$ cat src/rtl/nibble_serial_adder.sv
// nibble_serial_adder: WIDTH-bit adder that reuses one 4-bit carry-lookahead slice, one nibble per clock.
// Subtract mode (sub port, A - B) is built only when SERIAL_SUB_EN is defined.

module cla_dataflow (
    input  logic [3:0] a,
    input  logic [3:0] b,
    input  logic       cin,
    output logic [3:0] sum,
    output logic       cout
);
    logic [3:0] p;
    logic [3:0] g;
    logic [4:0] c;

    assign p = a ^ b;
    assign g = a & b;

    // Every carry is flattened to a two-level sum of products of g, p and cin.
    assign c[0] = cin;
    assign c[1] = g[0] | (p[0] & c[0]);
    assign c[2] = g[1] | (p[1] & g[0]) | (p[1] & p[0] & c[0]);
    assign c[3] = g[2] | (p[2] & g[1]) | (p[2] & p[1] & g[0]) | (p[2] & p[1] & p[0] & c[0]);
    assign c[4] = g[3] | (p[3] & g[2]) | (p[3] & p[2] & g[1]) | (p[3] & p[2] & p[1] & g[0])
                | (p[3] & p[2] & p[1] & p[0] & c[0]);

    assign sum  = p ^ c[3:0];
    assign cout = c[4];
endmodule

module nibble_serial_adder #(
    parameter int WIDTH = 16
) (
    input  logic             clk,
    input  logic             reset,
    input  logic             start,
    input  logic [WIDTH-1:0] a,
    input  logic [WIDTH-1:0] b,
    input  logic             cin,
`ifdef SERIAL_SUB_EN
    input  logic             sub,
`endif
    output logic             busy,
    output logic             done,
    output logic [WIDTH-1:0] sum,
    output logic             cout
);
    localparam int NNIB = WIDTH / 4;
    localparam int IDXW = (NNIB > 1) ? $clog2(NNIB) : 1;
    localparam logic [IDXW-1:0] LAST_IDX = IDXW'(NNIB - 1);

    localparam logic [1:0] ST_IDLE = 2'd0;
    localparam logic [1:0] ST_RUN  = 2'd1;
    localparam logic [1:0] ST_DONE = 2'd2;

    logic [1:0]       state_reg;
    logic [IDXW-1:0]  idx_reg;
    logic             carry_reg;
    logic [WIDTH-1:0] a_reg;
    logic [WIDTH-1:0] b_reg;
    logic [WIDTH-1:0] sum_reg;
    logic             cout_reg;
    logic             sub_mode;
    logic             start_carry;
    logic             accept;

`ifdef SERIAL_SUB_EN
    logic sub_reg;

    always_ff @(posedge clk) begin
        if (reset) begin
            sub_reg <= 1'b0;
        end else if (accept) begin
            sub_reg <= sub;
        end
    end

    assign sub_mode    = sub_reg;
    // Two's-complement subtract: invert B and inject the +1 as the first carry.
    assign start_carry = sub ? 1'b1 : cin;
`else
    assign sub_mode    = 1'b0;
    assign start_carry = cin;
`endif

    logic [3:0] a_nib [NNIB];
    logic [3:0] b_nib [NNIB];

    generate
        for (genvar gi = 0; gi < NNIB; gi++) begin : g_nib
            assign a_nib[gi] = a_reg[4*gi +: 4];
            assign b_nib[gi] = b_reg[4*gi +: 4] ^ {4{sub_mode}};
        end
    endgenerate

    logic [3:0] slice_sum;
    logic       slice_cout;

    cla_dataflow u_slice (
        .a    (a_nib[idx_reg]),
        .b    (b_nib[idx_reg]),
        .cin  (carry_reg),
        .sum  (slice_sum),
        .cout (slice_cout)
    );

    assign accept = start && ((state_reg == ST_IDLE) || (state_reg == ST_DONE));

    always_ff @(posedge clk) begin
        if (reset) begin
            state_reg <= ST_IDLE;
            idx_reg   <= '0;
            carry_reg <= 1'b0;
            a_reg     <= '0;
            b_reg     <= '0;
            sum_reg   <= '0;
            cout_reg  <= 1'b0;
        end else begin
            case (state_reg)
                ST_RUN: begin
                    carry_reg <= slice_cout;
                    idx_reg   <= idx_reg + 1'b1;
                    for (int i = 0; i < NNIB; i++) begin
                        if (idx_reg == IDXW'(i)) begin
                            sum_reg[4*i +: 4] <= slice_sum;
                        end
                    end
                    if (idx_reg == LAST_IDX) begin
                        cout_reg  <= slice_cout;
                        state_reg <= ST_DONE;
                    end
                end
                default: begin
                    // IDLE and DONE both accept a new request; DONE lasts one cycle.
                    if (accept) begin
                        a_reg     <= a;
                        b_reg     <= b;
                        carry_reg <= start_carry;
                        idx_reg   <= '0;
                        state_reg <= ST_RUN;
                    end else begin
                        state_reg <= ST_IDLE;
                    end
                end
            endcase
        end
    end

    assign busy = (state_reg == ST_RUN);
    assign done = (state_reg == ST_DONE);
    assign sum  = sum_reg;
    assign cout = cout_reg;
endmodule

$ cat config.mk
export PLATFORM = sky130hd
export DESIGN_NAME = nibble_serial_adder
export DESIGN_NICKNAME = d
export VERILOG_FILES = /design/src/rtl/nibble_serial_adder.sv
export SDC_FILE = /design/constraint.sdc
export NUM_CORES = 1
export LEC_CHECK = 0
export BUFFER_PORTS_ARGS = -buffer_cell sky130_fd_sc_hd__buf_2
export CAP_MARGIN = 20
export CORE_MARGIN = 5
export CORE_UTILIZATION = 38
export CTS_CLUSTER_SIZE = 28
export DETAILED_ROUTE_END_ITERATION = 6
export HOLD_SLACK_MARGIN = 0.03
export PLACE_DENSITY = 0.72
export REMOVE_ABC_BUFFERS = 1
export SKIP_CTS_REPAIR_TIMING = 1
export SYNTH_ARGS = -nofsm -noshare
export SYNTH_HDL_FRONTEND = slang
export SYNTH_HIERARCHICAL = 1
export SYNTH_SLANG_ARGS = --single-unit
export TNS_END_PERCENT = 100
$ cat constraint.sdc
create_clock -name clk -period 3.4 [get_ports clk]
set_input_delay 0.17 -clock clk [delete_from_list [all_inputs] [get_ports clk]]
set_output_delay 0.17 -clock clk [all_outputs]
set_load 0.01 [all_outputs]
==> impl_metrics.tcl <==
set metrics [dict create \
    status "finished clean" \
    cts_root_buf "clkbuf_8" \
    cp_slowest_cell "dfxtp_1" \
    die_h_um 88.3 \
    path_cells "mux4_2, ha_1, a21o_1, a31o_1, a21o_1, a22oi_1, a21oi_1" \
    yosysWarnings 6 \
    ys_ff_latch 54 \
    htree_levels 2 \
    synth_edf_count 0 \
    crit_type "reg -> reg" \
    required_ns 3.55 \
    cp-start-kind "flip-flop" \
    post_synth_inst_count 271 \
    cp_common_cell "a21o_1" \
    cts_sinks 54 \
    setup_slack_ns 0.870 \
    worst-path-max-fanout 9 \
    worst_setup_path_end_kind "flip-flop" \
    yosys.area.top_type_share_pct 46.4 \
    synth_commonest_cells "nand2_1 (83), dfxtp_1 (54), a21oi_1 (53)" \
    p_leak_nw 1.14 \
    start_util_pct 39.1 \
    wl_per_cell_um 12.7 \
    rsz0062_at_grt "no" \
    nets 363 \
    vias_per_cell 4.93 \
    yosysTopAreaCell "dfxtp_1" \
    clock_skew_ns 0.0151 \
    ys.flop_type "dfxtp_1" \
    drcViolationCount 0 \
    slew_violations 0 \
    max-clock-path-buffers 2 \
    n_antenna_cell 0 \
    arrival_ns 2.68 \
    n_fill_cell 598 \
    syn_area_per_cell_um2 8.59 \
    drt-total-wl_mm 5.00 \
    clock_latency_ns 0.31 \
    max_cap_violations 0 \
    setup_violations 0 \
    clkTransAtPathRegs_ns 0.10 \
    fp.dieArea_mm2 0.00779 \
    drt_iter0_markers 180 \
    vias 1943 \
    synth.most_common_cell "nand2_1" \
    die_w_um 88.3 \
    dpl_worst_slack_ns 0.871 \
    drive_gt1_share_pct 23.8 \
    syn_to_final_growth_pct 16.8 \
    grt_pass1_vias 1834 \
    synth_area_mm2 0.00233 \
    grt.total_usage_pct 13.3 \
    dr.pass1.iters 4 \
    fin_crit_sh_pct 74.4 \
    critical_path.max_stage_delay_ns 0.61 \
    fmax_mhz 395 \
    hpwlAfterDp_mm 3.66 \
    yosys-top-cells-area "dfxtp_1 (46%), nand2_1 (13%), a21oi_1 (11%)" \
    worstMarginPinSlew_ns 0.938 \
    powerDensity_mw_per_mm2 451 \
    overflow 0 \
    antenna_found_initial 0 \
    portBuffers 54 \
    period_needed_ns 2.53 \
    synth.distinct_cells 23 \
    rows 28 \
    ys_seq_area_share_pct 46.4 \
    irDropWorstVdd_mv 0.242 \
    setup_tns_ns 0 \
    cts_tree "done" \
    ant_nets 0 \
    cts_buffers 5 \
    grt_pass1_wl_mm 8.29 \
    maxSlewHeadroom_pct 37.5 \
    grt_max_degree 55 \
    hold_viol_final 0 \
    core_mm2 0.00596 \
    io-pin-count 55 \
    globalplace.congestion 0.784 \
    synth-async-reset-ratio_pct 0 \
    min_path_type "in -> reg" \
]
## power by group
| group | internal, mW | total, mW | switching, mW |
|---|---|---|---|
| registers | 0.663 | 0.684 | 0.0213 |
| clock network | 0.168 | 0.372 | 0.204 |
| logic | 0.0715 | 0.170 | 0.0988 |
## metrics by stage
| stage | hold slack (ns) | total power, mW | instances | instance area, µm² | utilization, % |
|---|---|---|---|---|---|
| after global placement | 0.417 | 0.865 | 386 | 2620 | 44.0 |
| final | 0.0964 | 1.23 | 394 | 2720 | 45.7 |
| after CTS | 0.0858 | 1.24 | 394 | 2720 | 45.7 |
| after global routing | 0.0770 | 1.29 | 394 | 2720 | 45.7 |
| after floorplan | 0.239 | 0.798 | 253 | 2220 | - |
| after detailed placement | 0.418 | 0.869 | 386 | 2620 | 44.0 |
## placed cells by master, fill, tap and decap left out, types with 2 or more instances in the layout
master / n
nand2_1: 83
dfxtp_1: 54
buf_2: 54
a21oi_1: 53
nand3_1: 20
mux4_2: 8
ha_1: 8
inv_1: 7
clkbuf_8: 6
nand3b_1: 4
buf_4: 4
a21o_1: 3
nor2_1: 2
clkinv_4: 2
xnor2_1: 2
## final timing paths
kind                                         startpoint                      to  slack (ns)  cells past startpoint
worst max-delay path            idx_reg[0]$_SDFFE_PP0P_  carry_reg$_SDFFE_PP0P_        0.87                      7
worst min-delay path                              b[14]  b_reg[14]$_SDFFE_PP0P_         0.1                      3
worst max register to register  idx_reg[0]$_SDFFE_PP0P_  carry_reg$_SDFFE_PP0P_        0.87                      7
worst min register to register      sum[0]$_SDFFE_PP0P_     sum[0]$_SDFFE_PP0P_        0.46                      2
## metal layers
layer	part of all wire, %	wire length [µm]	up-vias	GRT usage, %
met3	6.5	327	4	2.70
met2	47	2340	56	20.9
met5	0	0	-	0
met4	0.84	42	0	4.95
met1	46	2290	876	18.2
li1	-	-	1007	-
## cell type report
type | instances | area (µm²) | share of cell area [%]
clock buffer | 6 | 82.6 | 3.04
clock inverter | 2 | 17.5 | 0.644
inverter | 7 | 26.3 | 0.966
multi-input combinational | 192 | 1120 | 41.1
sequential | 54 | 1080 | 39.8
tap | 75 | 93.8 | 3.45
timing repair buffer | 58 | 300 | 11.0
## kinds of logic after synthesis
kind of cell	count (synthesis)	synth area share (%)
and+or+nand+nor	113	20.5
adders and majority gates	9	5.16
buffers and inverters	25	5.70
muxes	8	7.74
AOI/OAI and AO/OA	59	13.4
xor gates and xnor gates	3	1.13
DFF	54	46.4
## critical path, delay by kind of cell, from the launching register on
| kind | cells | cell delay, ns |
|---|---|---|
| flip-flops | 1 | 0.61 |
| adder cells (fa/ha/maj) | 1 | 0.35 |
| AO/OA/AOI/OAI | 5 | 0.85 |
| multiplexers | 1 | 0.56 |
(Power assumes the default switching activity.)
